==> config.mk <==
export PLATFORM = sky130hd
export DESIGN_NAME = m68k_mem_ctrl
export DESIGN_NICKNAME = d
export VERILOG_FILES = /design/src/rtl/mem_map_pkg.sv /design/src/rtl/m68k_wait_cnt.sv /design/src/rtl/m68k_mem_ctrl.sv
export SDC_FILE = /design/constraint.sdc
export NUM_CORES = 1
export LEC_CHECK = 0
export CAP_MARGIN = 40
export CORE_MARGIN = 1
export CORE_UTILIZATION = 47
export DETAILED_ROUTE_END_ITERATION = 12
export PLACE_DENSITY = 0.91
export SLEW_MARGIN = 10
export SYNTH_ARGS = -nofsm -noshare
export SYNTH_HDL_FRONTEND = slang
export SYNTH_SLANG_ARGS = --single-unit
==> constraint.sdc <==
create_clock -name CLK_24M -period 5.3 [get_ports CLK_24M]
set_clock_uncertainty 0.15 [all_clocks]
set_input_delay 1.06 -clock CLK_24M [delete_from_list [all_inputs] [get_ports CLK_24M]]
set_output_delay 1.06 -clock CLK_24M [all_outputs]
set_load 0.05 [all_outputs]
==> src/rtl/mem_map_pkg.sv <==
// Memory map and shared types for the 68K memory controller: regions, FSM states,
// the address decoder and the per-region strobe pattern.
package mem_map_pkg;

  typedef enum logic [2:0] {
    REG_NONE,
    REG_WRAM,
    REG_CARD,
    REG_SROM,
    REG_SRAM
  } region_t;

  typedef enum logic [1:0] {
    ST_IDLE,
    ST_WAIT,
    ST_ACK,
    ST_HOLD
  } state_t;

  localparam logic [3:0] WRAM_BASE = 4'h1;
  localparam logic [3:0] CARD_BASE = 4'h8;
  localparam logic [3:0] CARD_LAST = 4'hB;
  localparam logic [3:0] SROM_BASE = 4'hC;
  localparam logic [3:0] SRAM_BASE = 4'hD;

  // Active-high internal strobes; the top inverts them onto the n* pins.
  typedef struct packed {
    logic wram_oeu;
    logic wram_oel;
    logic wram_weu;
    logic wram_wel;
    logic srom_oe;
    logic sram_oeu;
    logic sram_oel;
    logic sram_weu;
    logic sram_wel;
    logic crdc;
    logic crdo;
    logic crdw;
  } strobes_t;

  function automatic region_t decode_region(input logic [3:0] nib);
    region_t r;
    r = REG_NONE;
    if (nib == WRAM_BASE)
      r = REG_WRAM;
    else if (nib >= CARD_BASE && nib <= CARD_LAST)
      r = REG_CARD;
    else if (nib == SROM_BASE)
      r = REG_SROM;
    else if (nib == SRAM_BASE)
      r = REG_SRAM;
    return r;
  endfunction

  // ROM is never written, and SRAM writes are swallowed while the write lock is set.
  function automatic strobes_t region_strobes(input region_t region, input logic rw,
                                              input logic uds_n, input logic lds_n,
                                              input logic wen);
    strobes_t s;
    logic rd, wr, u, l;
    rd = rw;
    wr = ~rw;
    u  = ~uds_n;
    l  = ~lds_n;
    s  = '0;
    case (region)
      REG_WRAM: begin
        s.wram_oeu = rd & u;
        s.wram_oel = rd & l;
        s.wram_weu = wr & u;
        s.wram_wel = wr & l;
      end
      REG_SROM: s.srom_oe = rd & (u | l);
      REG_SRAM: begin
        s.sram_oeu = rd & u;
        s.sram_oel = rd & l;
        s.sram_weu = wr & u & wen;
        s.sram_wel = wr & l & wen;
      end
      REG_CARD: begin
        s.crdc = 1'b1;
        s.crdo = rd & (u | l);
        s.crdw = wr & (u | l);
      end
      default: s = '0;
    endcase
    return s;
  endfunction

endpackage

==> src/rtl/m68k_wait_cnt.sv <==
// Loadable wait-state down-counter; stops at zero and flags it.
module m68k_wait_cnt #(
  parameter int WS_W = 3
) (
  input  logic            clk,
  input  logic            rst,
  input  logic            load,
  input  logic            dec,
  input  logic [WS_W-1:0] load_val,
  output logic            zero
);

  logic [WS_W-1:0] count;

  always_ff @(posedge clk or posedge rst) begin
    if (rst)
      count <= '0;
    else if (load)
      count <= load_val;
    else if (dec && !zero)
      count <= count - WS_W'(1);
  end

  assign zero = (count == '0);

endmodule

==> src/rtl/m68k_mem_ctrl.sv <==
// 68K bus decoder and memory sequencer: registered chip strobes, per-region
// wait states and nDTACK generation for WRAM, SROM, SRAM and the memory card.
module m68k_mem_ctrl
  import mem_map_pkg::*;
#(
  parameter int WS_WRAM = 0,
  parameter int WS_SROM = 2,
  parameter int WS_SRAM = 1,
  parameter int WS_CARD = 3,
  parameter int WS_W    = 3
) (
  input  logic        CLK_24M,
  input  logic        RESET,
  input  logic [23:1] M68K_ADDR,
  input  logic        M68K_RW,
  input  logic        nAS,
  input  logic        nUDS,
  input  logic        nLDS,
  input  logic        SRAM_WEN,
  output logic        nWRAM_OEU,
  output logic        nWRAM_OEL,
  output logic        nWRAM_WEU,
  output logic        nWRAM_WEL,
  output logic        nSROM_OE,
  output logic        nSRAM_OEU,
  output logic        nSRAM_OEL,
  output logic        nSRAM_WEU,
  output logic        nSRAM_WEL,
  output logic        nCRDC,
  output logic        nCRDO,
  output logic        nCRDW,
  output logic        nDTACK,
  output logic        BUSY
);

  state_t          state, state_next;
  region_t         region_in, region_q;
  logic            rw_q, uds_n_q, lds_n_q, wen_q;
  strobes_t        strobes_q, strobe_next, active;
  logic            dtack_q, dtack_next;
  logic            latch, cnt_load, cnt_dec, cnt_zero;
  logic [WS_W-1:0] ws_sel;
  logic            addr_unused;

  // Only the top nibble selects a region; WRAM mirrors across the rest.
  assign addr_unused = ^M68K_ADDR[19:1];
  assign region_in   = decode_region(M68K_ADDR[23:20]);
  assign active      = region_strobes(region_q, rw_q, uds_n_q, lds_n_q, wen_q);

  always_comb begin
    ws_sel = '0;
    case (region_in)
      REG_WRAM: ws_sel = WS_W'(WS_WRAM);
      REG_SROM: ws_sel = WS_W'(WS_SROM);
      REG_SRAM: ws_sel = WS_W'(WS_SRAM);
      REG_CARD: ws_sel = WS_W'(WS_CARD);
      default:  ws_sel = '0;
    endcase
  end

  m68k_wait_cnt #(.WS_W(WS_W)) u_wait_cnt (
    .clk      (CLK_24M),
    .rst      (RESET),
    .load     (cnt_load),
    .dec      (cnt_dec),
    .load_val (ws_sel),
    .zero     (cnt_zero)
  );

  always_ff @(posedge CLK_24M or posedge RESET) begin
    if (RESET) begin
      state     <= ST_IDLE;
      region_q  <= REG_NONE;
      rw_q      <= 1'b1;
      uds_n_q   <= 1'b1;
      lds_n_q   <= 1'b1;
      wen_q     <= 1'b0;
      strobes_q <= '0;
      dtack_q   <= 1'b0;
    end else begin
      state     <= state_next;
      strobes_q <= strobe_next;
      dtack_q   <= dtack_next;
      if (latch) begin
        region_q <= region_in;
        rw_q     <= M68K_RW;
        uds_n_q  <= nUDS;
        lds_n_q  <= nLDS;
        wen_q    <= SRAM_WEN;
      end
    end
  end

  // Strobes are the registered image of the next state, so they trail the
  // IDLE->WAIT decision by one edge and drop on the same edge nAS is seen high.
  always_comb begin
    state_next  = state;
    latch       = 1'b0;
    cnt_load    = 1'b0;
    cnt_dec     = 1'b0;
    strobe_next = '0;
    dtack_next  = 1'b0;
    case (state)
      ST_IDLE: begin
        if (!nAS && region_in != REG_NONE) begin
          state_next = ST_WAIT;
          latch      = 1'b1;
          cnt_load   = 1'b1;
        end
      end
      ST_WAIT: begin
        if (nAS) begin
          state_next = ST_HOLD;
        end else begin
          strobe_next = active;
          if (cnt_zero) begin
            dtack_next = 1'b1;
            state_next = ST_ACK;
          end else begin
            cnt_dec = 1'b1;
          end
        end
      end
      ST_ACK: begin
        if (nAS) begin
          state_next = ST_HOLD;
        end else begin
          strobe_next = active;
          dtack_next  = 1'b1;
        end
      end
      ST_HOLD: state_next = ST_IDLE;
      default: state_next = ST_IDLE;
    endcase
  end

  assign nWRAM_OEU = ~strobes_q.wram_oeu;
  assign nWRAM_OEL = ~strobes_q.wram_oel;
  assign nWRAM_WEU = ~strobes_q.wram_weu;
  assign nWRAM_WEL = ~strobes_q.wram_wel;
  assign nSROM_OE  = ~strobes_q.srom_oe;
  assign nSRAM_OEU = ~strobes_q.sram_oeu;
  assign nSRAM_OEL = ~strobes_q.sram_oel;
  assign nSRAM_WEU = ~strobes_q.sram_weu;
  assign nSRAM_WEL = ~strobes_q.sram_wel;
  assign nCRDC     = ~strobes_q.crdc;
  assign nCRDO     = ~strobes_q.crdo;
  assign nCRDW     = ~strobes_q.crdw;
  assign nDTACK    = ~dtack_q;
  assign BUSY      = (state != ST_IDLE);

endmodule

## Yosys cells after proc, flatten, opt, wreduce, memory -nomap -nowiden

Index checks and enable logic that the tools add are counted.

| word-level totals | value |
|---|---|
| output and inout port bits | 14 |
| bits in registers | 25 |
| bits of input ports | 30 |

| operators by class | value |
|---|---|
| mux-type cells | 27 |
| bitwise logic cells | 25 |
| equal/unequal tests | 16 |
| add/subtract/negate cells | 1 |
| reductions and logical operators | 12 |
| $lt $le $gt $ge | 2 |

Operator list:

| kind | number |
|---|---|
| $mux 12 | 2 |
| $mux 3 | 7 |
| $not 1->1 | 16 |
| $eq 3x2->1 const B | 4 |
| $mux 1 | 9 |
| $and 1x1->1 | 8 |
| $eq 4x4->1 const B | 2 |
| $mux 2 | 4 |
| $mux 4 | 2 |
| $pmux 2 s4 | 1 |
| $eq 3x3->1 const B | 2 |
| $pmux 2 s3 | 1 |
| $eq 2x2->1 const B | 2 |
| $eq 4x1->1 const B | 1 |
| $ge 4x4->1 const B | 1 |
| $le 4x4->1 const B | 1 |
| $ne 2x2->1 const B | 2 |
| $reduce_bool 2->1 | 2 |
| $eq 3x1->1 const B | 1 |
| $logic_and 1x1->1 | 3 |
| $logic_not 3->1 | 1 |
| $ne 3x2->1 const B | 1 |
| $reduce_and 3->1 | 1 |
| $reduce_bool 3->1 | 1 |
| other kinds (7) | 8 |

## Logic depth before layout (Yosys ltp)

Gate-level depths: netlist (run 1).

| depth | value |
|---|---|
| depth in word-level cells | 10 |
| gate-level depth with buffers | 7 |

## Cells and area by module

From an unflattened synthesis (run 1), not the netlist that was laid out.

| second synthesis, totals | value |
|---|---|
| cell total of the unflattened synthesis | 131 |
| area, all modules | 1,312.5 sq um |

Modules (own cells, without submodules):

| module | cells an instance | area an instance (sq um) | seq. area each (sq um) | instances |
|---|---|---|---|---|
| m68k_mem_ctrl | 111 | 1,101.1 | 554.3 | 1 |
| m68k_wait_cnt | 20 | 211.5 | 75.1 | 1 |

## Worst setup path after synthesis (run 1)

OpenSTA, ideal clock, no wires.

| timing | value |
|---|---|
| path type | flip-flop to output port |
| from | register state[0] |
| to | output BUSY |
| arrival time | 1.032 ns |
| path buffers | 0 |
| slack | 3.058 ns |
| cell stages (with the launch flop) | 4 |
| cell sequence | dfrtp_1 inv_1 ha_1 inv_1 |

| on the way | value |
|---|---|
| longest elaborated chain between the ends | 1 |

RTL lines:

| element | line | source |
|---|---|---|
| from (decl) | m68k_mem_ctrl.sv:36 | `state_t state, state_next;` |
| from (signal assigned) | m68k_mem_ctrl.sv:81 | `state <= state_next;` |
| $reduce_bool 2->1 | m68k_mem_ctrl.sv:150 | `assign BUSY = (state != ST_IDLE);` |
| to (decl) | m68k_mem_ctrl.sv:33 | `output logic BUSY` |

No other way between the ends.

## Worst setup path in the final report (run 1)

Same ends and word-level chain as after synthesis.

==> results.ini, run 1 <==
[status]
run_status = finished clean

[synthesis]
synth_top_area_cell = dfrtp_1
dominantRegCellSynth = dfrtp_1
synth_seq_cells = 25
synthCells = 130
netlist_area_um2 = 1232
post_synth_main_area_contributors = dfrtp_1, inv_1, dfstp_2, nand2_1, ha_1
synth_top_cell_area_share_pct = 44.67
syn_avg_cell_area_um2 = 9.480
yosys_warnings = 0
synth-edff-count = 0
seq_area_frac_synth_pct = 51.07
syn-num-nets = 165
synthArstFlopShare_pct = 100.0
synth_unique_cells = 37

[setup_path]
critical_path_arrival_ns = 2.06
critical-path-top-delay-family = buffers and inverters
cp_common_cell = inv_1
crit_required_ns = 4.09
max_stage_delay_ns = 0.79
critical_path.max_fanout = 8
critical_path.slowest_cell = clkdlybuf4s50_1
end_kind = primary output
reg2reg_setup_slack_ns = 3.35
timing_worst_setup_path_type = register to primary output
worstPathBufferInverterCount = 3
start_kind = register
path_cells = inv_1 > ha_1 > inv_1 > clkdlybuf4s50_1

[power]
cellPowerDensity_nw_per_um2 = 479.3
power.share.switching_pct = 42.85
total_power_uw = 744.2
power.leakage_uw = 0.0006966
clkPwrFrac_pct = 11.5
max-vdd-ir-drop_v = 0.0003134
p_switching_uw = 318.9
power.share.combinational_pct = 48.4
cell_internal_pwr_uw = 425.3
pwr-share-seq_pct = 40.2

[layout]
layout.filler_cells = 224
multi_input_area_um2 = 501.7
drive_above_1_share_pct = 10.19
design.final.nets = 193
n_antenna_cell = 0
syn2layout_area_growth_pct = 25.99
postLayoutCoreUtil_pct = 62.68
layout.area.seq_um2 = 629.4

[detailed_routing]
routed_via_density = 5.257
vias = 983
routed_antenna_nets = 0
route.detailed.wl_per_inst_um = 12.19
wirelength_mm = 2.280
drt_first_iter_violations = 39
drt_pass1_iterations = 4
drc_violation_count_after_routing = 0

[floorplanning]
top_level_ports = 44
core-area_um2 = 2477
design.die.area_um2 = 2831
initial_core_utilization_pct = 49.75
floorplan.rows = 18
chipWidth_um = 53.21
dieHeight_um = 53.21

[clock_network]
numCtsBuffers = 3
postCtsResizedCells = 0
cts-hold-fix-buffers = 0
path_clk_slew_ns = 0.13
clock_tree.root_cell = clkbuf_4
ctsHtreeMaxLevel = 1
post_cts.repair.setup_buffers = 0
ctsLongestPathBuffers = 2
clock-sinks = 25
cts_tree = built
clk_latency_ns = 0.32

[timing]
max_slew.worst_pin.slew_ns = 0.5037
timing_max_transition_violations_final = 0
final_hold_viol_count = 0
setup_viol = 0
max_slew_margin_pct = 66.32
layout_min_cycle_time_ns = 3.271
setup-tns-final_ns = 0
finalCritPeriodShare_pct = 61.72
fmaxAchievable_mhz = 305.7
grt_setup_unrepaired = no

[global_route]
gr-total-overflow = 0
global_route.usage.total_pct = 18.83
grt_pass1_vias = 941
grt_pass1_wl_mm = 3.843
number_of_antenna_violations_at_the_first_check_in_global_routing = 0
grt_max_degree = 22

[placed_design]
post-dp-hpwl_mm = 1.689
buffer_ports.inserted = 24
place_congestion = 0.7611

[hold_path]
hp-class = register to register

[run]
drv_cap = 0

synth_stat cells (2+ instances only):
master	count
nor2_1	10
nand2b_1	3
o21ai_1	3
inv_1	23
nand3_1	2
nor2b_1	2
o21ai_0	4
ha_1	5
nand3b_1	2
nand2_1	20
a21oi_1	2
dfrtp_1	22
dfstp_2	3
nor3_1	6
worst reg2reg max path, delay by kind of cell (launching register included):
kind / cells / cell delay (ns)
buffers and inverters: 1 / 0.05
AND/OR/NAND/NOR: 2 / 0.37
adder cells (fa/ha/maj): 2 / 0.44
AO/OA/AOI/OAI: 2 / 0.46
flip-flops: 1 / 0.38
placed cells by master (no fill, tap or decap), types with 2 or more instances in the layout:
| cell | n |
|---|---|
| o21ai_1 | 3 |
| o21ai_0 | 4 |
| clkdlybuf4s50_1 | 24 |
| ha_1 | 5 |
| nand2_1 | 20 |
| dfrtp_1 | 22 |
| nand2b_1 | 3 |
| nor3_1 | 6 |
| inv_1 | 23 |
| nand3_1 | 2 |
| nand3b_1 | 2 |
| nor2b_1 | 2 |
| dfstp_2 | 3 |
| clkbuf_4 | 3 |
| a21oi_1 | 2 |
| nor2_1 | 10 |
metrics by stage:
| stage | cells | setup slack [ns] | hold slack, ns | cell area [um^2] |
|---|---|---|---|---|
| 2_1_floorplan | 130 | 3.058 | 0.2955 | 1232 |
| 3_3_place_gp | 182 | 2.490 | 0.3127 | 1495 |
| 3_5_place_dp | 183 | 2.415 | 0.3156 | 1523 |
| 4_1_cts | 187 | 2.048 | 0.3456 | 1553 |
| 5_1_grt | 187 | 1.958 | 0.3787 | 1553 |
| 6_report | 187 | 2.029 | 0.3451 | 1553 |
routing by layer:
metal / up-vias / GRT usage (%) / part of all wire [%]
li1: 475 / - / -
met1: 452 / 21.19 / 42
met2: 48 / 33.33 / 50
met3: 8 / 2.586 / 5.4
met4: 0 / 10.96 / 2.4
met5: - / 0 / 0
final timing paths:
kind	endpoint	cells past startpoint	start
max	BUSY	4	state[0]$_DFFE_PP0P_
min	wen_q$_DFFE_PP0N_	2	wen_q$_DFFE_PP0N_
max reg2reg	state[1]$_DFFE_PP0P_	7	u_wait_cnt.count[0]$_DFFE_PP0P_
min reg2reg	wen_q$_DFFE_PP0N_	2	wen_q$_DFFE_PP0N_
min in group asynchronous	state[0]$_DFFE_PP0P_	2	RESET
max in group asynchronous	lds_n_q$_DFFE_PP1N_	3	RESET
sequential cells by signal, indices dropped and copies added (netlist names):
register          flops
dtack_q               1
lds_n_q               1
region_q              3
rw_q                  1
state                 2
strobes_q            12
u_wait_cnt.count      3
uds_n_q               1
wen_q                 1
power by group through the flow:
stage	Sequential (uW)	Combinational (uW)	Clock, uW
2_1_floorplan	283	271	0
3_3_place_gp	297	323	0
3_5_place_dp	301	350	0
4_1_cts	297	354	87.1
5_1_grt	307	392	95.5
6_report	299	360	85.3
final cells by class:
| cell class | instances | area share, % |
|---|---|---|
| multi-input cells | 80 | 32.31 |
| repair buffers | 25 | 17.24 |
| clock buffers | 3 | 1.450 |
| inverters | 23 | 5.560 |
| well taps | 30 | 2.417 |
| flip-flops and latches | 25 | 40.53 |
| clock inverters | 1 | 0.4835 |
cell families after synthesis:
family,Yosys count,share of synthesized area (%)
simple gates,53,22.13
buf+inv,25,8.223
flops,25,51.07
compound gates,21,12.79
fa+ha+maj,5,5.076
xor+xnor,1,0.7108
Power figures use the tool's default switching activity.
==> run 2, diff against run 1 <==
CORE_UTILIZATION = 44   (was 47)
PLACE_DENSITY = 0.87   (was 0.91)
clock period = 3.09 ns   (was 5.3 ns; I/O delays follow)
==> results.ini, run 2 (synthesis gave the netlist of run 1 again) <==
[timing]
fin_worst_hold_slack_ns = 0.3537  ; +0.008568 ns
final_hold_viol_count = 0  ; unchanged
setup_viol = 0  ; unchanged
layout_min_cycle_time_ns = 2.789
grt_setup_unrepaired = no
fmaxAchievable_mhz = 358.6
final.setup.worst_slack_ns = 0.3011  ; -1.728 ns
max_slew_margin_pct = 66.28  ; about the same
finalCritPeriodShare_pct = 90.26
timing_max_transition_violations_final = 0  ; unchanged
max_slew.worst_pin.slew_ns = 0.5042  ; +0.0005741 ns
setup-tns-final_ns = 0  ; unchanged

[detailed_routing]
vias = 930  ; -5.4%
wirelength_mm = 2.161  ; -5.2%
route.detailed.wl_per_inst_um = 11.56  ; -5.2%
routed_antenna_nets = 0  ; unchanged
drt_pass1_iterations = 4  ; unchanged
routed_via_density = 4.973  ; -5.4%
drt_first_iter_violations = 11  ; -72%
drc_violation_count_after_routing = 0  ; unchanged

[global_route]
grt_pass1_wl_mm = 3.519  ; -8.4%
grt_pass1_vias = 811  ; -14%
grt_max_degree = 23  ; +4.5%
number_of_antenna_violations_at_the_first_check_in_global_routing = 0  ; unchanged
global_route.usage.total_pct = 16.80  ; -2.0 points
gr-total-overflow = 0  ; unchanged

[setup_path]
crit_required_ns = 2.32  ; -1.77 ns
timing_worst_setup_path_type = register to primary output
length_in_cells_of_the_worst_reg_to_reg_path = 7  ; unchanged
cp_common_cell = inv_1
crit_path_start = state[0]$_DFFE_PP0P_
critical_path.max_fanout = 8  ; unchanged
path_cells = inv_1 > ha_1 > inv_1 > clkdlybuf4s50_1
critical_path.slowest_cell = clkdlybuf4s50_1
reg2reg_setup_slack_ns = 1.14  ; -2.21 ns
critical-path-top-delay-family = buffers and inverters
max_stage_delay_ns = 0.79  ; about the same
worstPathBufferInverterCount = 3  ; unchanged
end_kind = primary output
critical_path_arrival_ns = 2.02  ; -0.04 ns
r2r-start = u_wait_cnt.count[0]$_DFFE_PP0P_
start_kind = register
reg2reg_to = state[1]$_DFFE_PP0P_

[layout]
n_antenna_cell = 0  ; unchanged
layout.filler_cells = 231  ; +3.1%
design.final.nets = 193  ; unchanged
final_cell_mix = clkdlybuf4s50_1, inv_1, dfrtp_1
largest_register = strobes_q
drive_above_1_share_pct = 10.19  ; unchanged
syn2layout_area_growth_pct = 25.79
largest_register_ff_count = 12  ; unchanged
layout_commonest_cell = clkdlybuf4s50_1
reg.largest.list = strobes_q (12), region_q (3), u_wait_cnt.count (3)

[clock_network]
post_cts.repair.setup_buffers = 0  ; unchanged
postCtsResizedCells = 0  ; unchanged
numCtsBuffers = 3  ; unchanged
cts-hold-fix-buffers = 0  ; unchanged
cts_tree = built
ctsHtreeMaxLevel = 1  ; unchanged
clk_latency_ns = 0.31  ; about the same
clock_tree.root_cell = clkbuf_4
path_clk_slew_ns = 0.13  ; about the same
clock-sinks = 25  ; unchanged
ctsLongestPathBuffers = 2  ; unchanged

[power]
power.share.switching_pct = 41.78  ; -1.1 points
power.share.combinational_pct = 47.3  ; -1.1 points
p_switching_uw = 521.0  ; +63%
cell_internal_pwr_uw = 726.1  ; +71%
power.leakage_uw = 0.0007003  ; +0.54%
clkPwrFrac_pct = 11.5  ; about the same
max-vdd-ir-drop_v = 0.0004503  ; +44%
pwr-share-seq_pct = 41.2  ; +1.0 points
cellPowerDensity_nw_per_um2 = 804.4  ; +68%

[hold_path]
hold_path_end = uds_n_q$_DFFE_PP1N_
hold-path-cell-count = 2  ; unchanged
hold_path.startpoint = uds_n_q$_DFFE_PP1N_
hp-class = register to register

[placed_design]
buffer_ports.inserted = 24  ; unchanged
post-dp-hpwl_mm = 1.690  ; +0.10%
place_congestion = 0.7154  ; -6.0%
place_worst_setup_slack_ns = 0.6932  ; -1.722 ns

[floorplanning]
initial_core_utilization_pct = 48.00  ; -1.7 points
design.die.area_um2 = 3017  ; +6.6%
top_level_ports = 44  ; unchanged
core-area_um2 = 2567  ; +3.6%
dieHeight_um = 54.93  ; +3.2%
floorplan.rows = 18  ; unchanged
chipWidth_um = 54.93  ; +3.2%

[run]
drv_cap = 0  ; unchanged

[status]
run_status = finished clean

==> run 2: cell count changes in the layout (fill, tap and decap cells not counted), sizes merged <==
cell | previous run | this run
clkinvlp | 1 | 0
clkinv | 0 | 1
==> run 2: per-stage QoR <==
stage	util (%)	total power [uW]	instance area, um^2	cells
5_1_grt	60.38	1348	1550	187
4_1_cts	60.38	1247	1550	187
3_3_place_gp	58.24	1065	1495	182
2_1_floorplan	-	950.9	1232	130
3_5_place_dp	59.31	1105	1523	183
6_report	60.38	1247	1550	187
==> run 2: worst max path at each step <==
| stage | endpoint | cells after the start |
|---|---|---|
| 6_report | BUSY | 4 |
| 3_5_place_dp | BUSY | 4 |
| 5_1_grt | BUSY | 4 |
| 4_1_cts | BUSY | 4 |
| 3_3_place_gp | BUSY | 4 |
| 2_1_floorplan | BUSY | 3 |
==> run 2: layout make-up <==
type                    count  area, um^2  share of cell area, %
flip-flops and latches     25       629.4                  40.60
multi-input cells          80       501.7                  32.36
repair buffers             25       267.8                  17.27
inverters                  23       86.33                  5.569
well taps                  30       37.54                  2.421
clock buffers               3       22.52                  1.453
clock inverters             1       5.005                 0.3228
==> run 2: power by group through the flow <==
stage          sequential (uW)  clock [uW]  combinational, uW
3_3_place_gp               509           0                556
6_report                   514         143                590
5_1_grt                    526         162                659
3_5_place_dp               517           0                588
2_1_floorplan              485           0                466
4_1_cts                    511         147                590
==> run 2: tightest hold or removal path: cells and delay by family (launching register included) <==
| family | cells | cell delay [ns] |
|---|---|---|
| simple gates | 2 | 0.11 |
| flops | 1 | 0.42 |
==> run 2: layer usage <==
metal  GRT usage, %  vias to the layer above  routed length, um
met2          30.32                       18               1108
met1          19.51                      432                951
met5              0                        -                  0
met4          7.500                        0                 19
met3          2.459                        4                 80
li1               -                      476                  -
==> run 3, diff against run 2 <==
CORE_UTILIZATION = 45   (was 44)
SYNTH_HIERARCHICAL = 1   (was unset)
clock period = 2.6 ns   (was 3.09 ns; I/O delays follow)
==> results.ini, run 3 <==
[status]
run_status = finished clean

[detailed_routing]
vias = 997  ; +7.2%
wirelength_mm = 2.294  ; +6.2%
drt_first_iter_violations = 15  ; +4
routed_via_density = 5.275  ; +6.1%
drc_violation_count_after_routing = 0  ; unchanged
routed_antenna_nets = 0  ; unchanged
drt_pass1_iterations = 4  ; unchanged
route.detailed.wl_per_inst_um = 12.14  ; +5.0%

[floorplanning]
dieHeight_um = 56.01  ; +2.0%
floorplan.rows = 19  ; +1
chipWidth_um = 56.01  ; +2.0%
core-area_um2 = 2758  ; +7.4%
top_level_ports = 44  ; unchanged
initial_core_utilization_pct = 47.60  ; -0.41 points
design.die.area_um2 = 3137  ; +4.0%

[layout]
final_cell_mix = inv_1, clkdlybuf4s50_1, dfrtp_1
multi_input_area_um2 = 566.8  ; +13%
n_antenna_cell = 0  ; unchanged
layout.filler_cells = 249  ; +7.8%
design.final.nets = 194  ; +0.52%
post_layout_nonfiller_instances = 189  ; +1.1%
postLayoutCoreUtil_pct = 58.17  ; -2.2 points
drive_above_1_share_pct = 13.29  ; +3.1 points
syn2layout_area_growth_pct = 22.21
layout.area.seq_um2 = 629.4  ; unchanged
reg.largest.list = strobes_q (12), region_q (3), u_wait_cnt/count (3)
largest_register = strobes_q
largest_register_ff_count = 12  ; unchanged

[setup_path]
start_kind = register
critical-path-top-delay-family = flip-flops
setup.worst_path.end = BUSY
crit_path_start = state[0]$_DFFE_PP0P_
critical_path.max_fanout = 7  ; -1
timing_worst_setup_path_type = register to primary output
cp_common_cell = inv_1
critical_path_arrival_ns = 1.54  ; -0.48 ns
r2r-start = u_wait_cnt/count[0]$_DFFE_PP0P_
path_cells = inv_1 > ha_1 > inv_1 > buf_4
max_stage_delay_ns = 0.48  ; -0.31 ns
reg2reg_setup_slack_ns = 0.41  ; -0.73 ns
worstPathBufferInverterCount = 3  ; unchanged
length_in_cells_of_the_worst_reg_to_reg_path = 7  ; unchanged
path_depth = 4  ; unchanged
crit_required_ns = 1.93  ; -0.39 ns
reg2reg_to = state[1]$_DFFE_PP0P_
critical_path.slowest_cell = dfrtp_1
end_kind = primary output

[run]
drv_cap = 0  ; unchanged

[synthesis]
synth-compound-area-share_pct = 9.152  ; -3.6 points
syn-num-nets = 166  ; +0.61%
post_synth_main_area_contributors = dfrtp_1, inv_1, dfstp_2, ha_1, mux2_2
dominantRegCellSynth = dfrtp_1
synth_xor_area_share_pct = 0  ; -0.71 points
synth_top_cell_area_share_pct = 41.94  ; -2.7 points
synth_unique_cells = 40  ; +8.1%
yosys.area_share.adder_pct = 4.766  ; -0.31 points
proportion_of_synthesized_area_in_mux_cells_pct = 5.052  ; +5.1 points
synth_top_area_cell = dfrtp_1
post_synth_and_or_nand_nor_area_fraction_pct = 23.93  ; +1.8 points
synthArstFlopShare_pct = 100.0  ; unchanged
syn_avg_cell_area_um2 = 10.02  ; +5.7%
synthCells = 131  ; +0.77%
netlist_area_um2 = 1313  ; +6.5%
yosys_warnings = 6  ; +6
synth_seq_cells = 25  ; unchanged
seq_area_frac_synth_pct = 47.95  ; -3.1 points
synth_top_family_by_area = simple AND/OR/NAND/NOR gates
synth_top_cells_by_count = inv_1, dfrtp_1, nor2_1
post-synth-top-count-cell = inv_1
synth-edff-count = 0  ; unchanged

[clock_network]
clock_tree.root_cell = clkbuf_4
post_cts.repair.setup_buffers = 0  ; unchanged
ctsHtreeMaxLevel = 1  ; unchanged
path_clk_slew_ns = 0.12  ; about the same
clock-sinks = 25  ; unchanged
postCtsResizedCells = 0  ; unchanged
clk_latency_ns = 0.31  ; about the same
cts-hold-fix-buffers = 0  ; unchanged
ctsLongestPathBuffers = 2  ; unchanged
cts_tree = built
numCtsBuffers = 3  ; unchanged

[global_route]
grt_max_degree = 23  ; unchanged
number_of_antenna_violations_at_the_first_check_in_global_routing = 0  ; unchanged
grt_pass1_wl_mm = 3.974  ; +13%
grt_pass1_vias = 1001  ; +23%
gr-total-overflow = 0  ; unchanged
global_route.usage.total_pct = 16.20  ; -0.61 points

[power]
cellPowerDensity_nw_per_um2 = 919.2  ; +14%
cell_internal_pwr_uw = 882.4  ; +22%
max-vdd-ir-drop_v = 0.0005267  ; +17%
power.share.combinational_pct = 47.1  ; -0.2 points
pwr-share-seq_pct = 41.7  ; +0.5 points
power.share.switching_pct = 40.15  ; -1.6 points
power.leakage_uw = 0.0007132  ; +1.8%
clkPwrFrac_pct = 11.2  ; -0.3 points
p_switching_uw = 592.1  ; +14%

[placed_design]
place_inst = 185  ; +1.1%
post-dp-hpwl_mm = 1.848  ; +9.3%
buffer_ports.inserted = 24  ; unchanged
place_congestion = 0.7631  ; +6.7%

[timing]
setup-tns-final_ns = 0  ; unchanged
fmaxAchievable_mhz = 452.1
finalCritPeriodShare_pct = 85.07
final_hold_viol_count = 0  ; unchanged
layout_min_cycle_time_ns = 2.212
timing_max_transition_violations_final = 0  ; unchanged
setup_viol = 0  ; unchanged
max_slew_margin_pct = 47.58  ; -19 points
max_slew.worst_pin.slew_ns = 0.7854  ; +0.2811 ns
grt_setup_unrepaired = no

[hold_path]
hp-class = input pin to async pin

run 3: cell families after synthesis:
| logic type | count (synthesis) |
|---|---|
| flops | 25 |
| fa+ha+maj | 5 |
| other cells | 1 |
| compound gates | 16 |
| buf+inv | 27 |
| simple gates | 51 |
| mux | 6 |
run 3: layout make-up:
type	count	share of cell area [%]
clock buffer	4	1.638
inverter	24	5.616
multi-input combinational	79	35.34
sequential	25	39.24
tap	31	2.418
timing repair buffer	26	15.76
run 3: per-layer routing:
metal | up-vias | track usage [%] | part of all wire, %
met4 | 0 | 7.317 | 1.2
met3 | 4 | 3.488 | 4.4
met1 | 473 | 16.11 | 41
li1 | 491 | - | -
met5 | - | 0 | 0
met2 | 29 | 31.46 | 54
run 3: worst min-delay path by stage:
| stage | cells after the start | start | slack (ns) | end |
|---|---|---|---|---|
| 2_1_floorplan | 1 | RESET | 0.12 | u_wait_cnt/count[0]$_DFFE_PP0P_ |
| 3_3_place_gp | 1 | wen_q$_DFFE_PP0P_ | 0.34 | wen_q$_DFFE_PP0P_ |
| 3_5_place_dp | 1 | wen_q$_DFFE_PP0P_ | 0.36 | wen_q$_DFFE_PP0P_ |
| 4_1_cts | 2 | RESET | 0.22 | u_wait_cnt/count[2]$_DFFE_PP0P_ |
| 5_1_grt | 2 | RESET | 0.24 | u_wait_cnt/count[1]$_DFFE_PP0P_ |
| 6_report | 2 | RESET | 0.23 | u_wait_cnt/count[2]$_DFFE_PP0P_ |
run 3: metrics by stage:
stage	hold slack, ns	cell area (um^2)	worst slack, ns	power (uW)
floorplan	0.1236	1313	0.6126	1133
global placement	0.3421	1578	0.1693	1260
detailed placement	0.3592	1578	0.1533	1313
CTS	0.2228	1604	0.3727	1476
global route	0.2352	1604	0.2474	1592
finish	0.2258	1604	0.3882	1475
run 3: power by group through the flow:
| stage | sequential [uW] | clock [uW] | combinational (uW) |
|---|---|---|---|
| final | 615 | 165 | 694 |
| after global routing | 630 | 195 | 766 |
| after CTS | 613 | 170 | 693 |
| after detailed placement | 621 | 0 | 692 |
| after global placement | 611 | 0 | 649 |
| after floorplan | 580 | 0 | 553 |
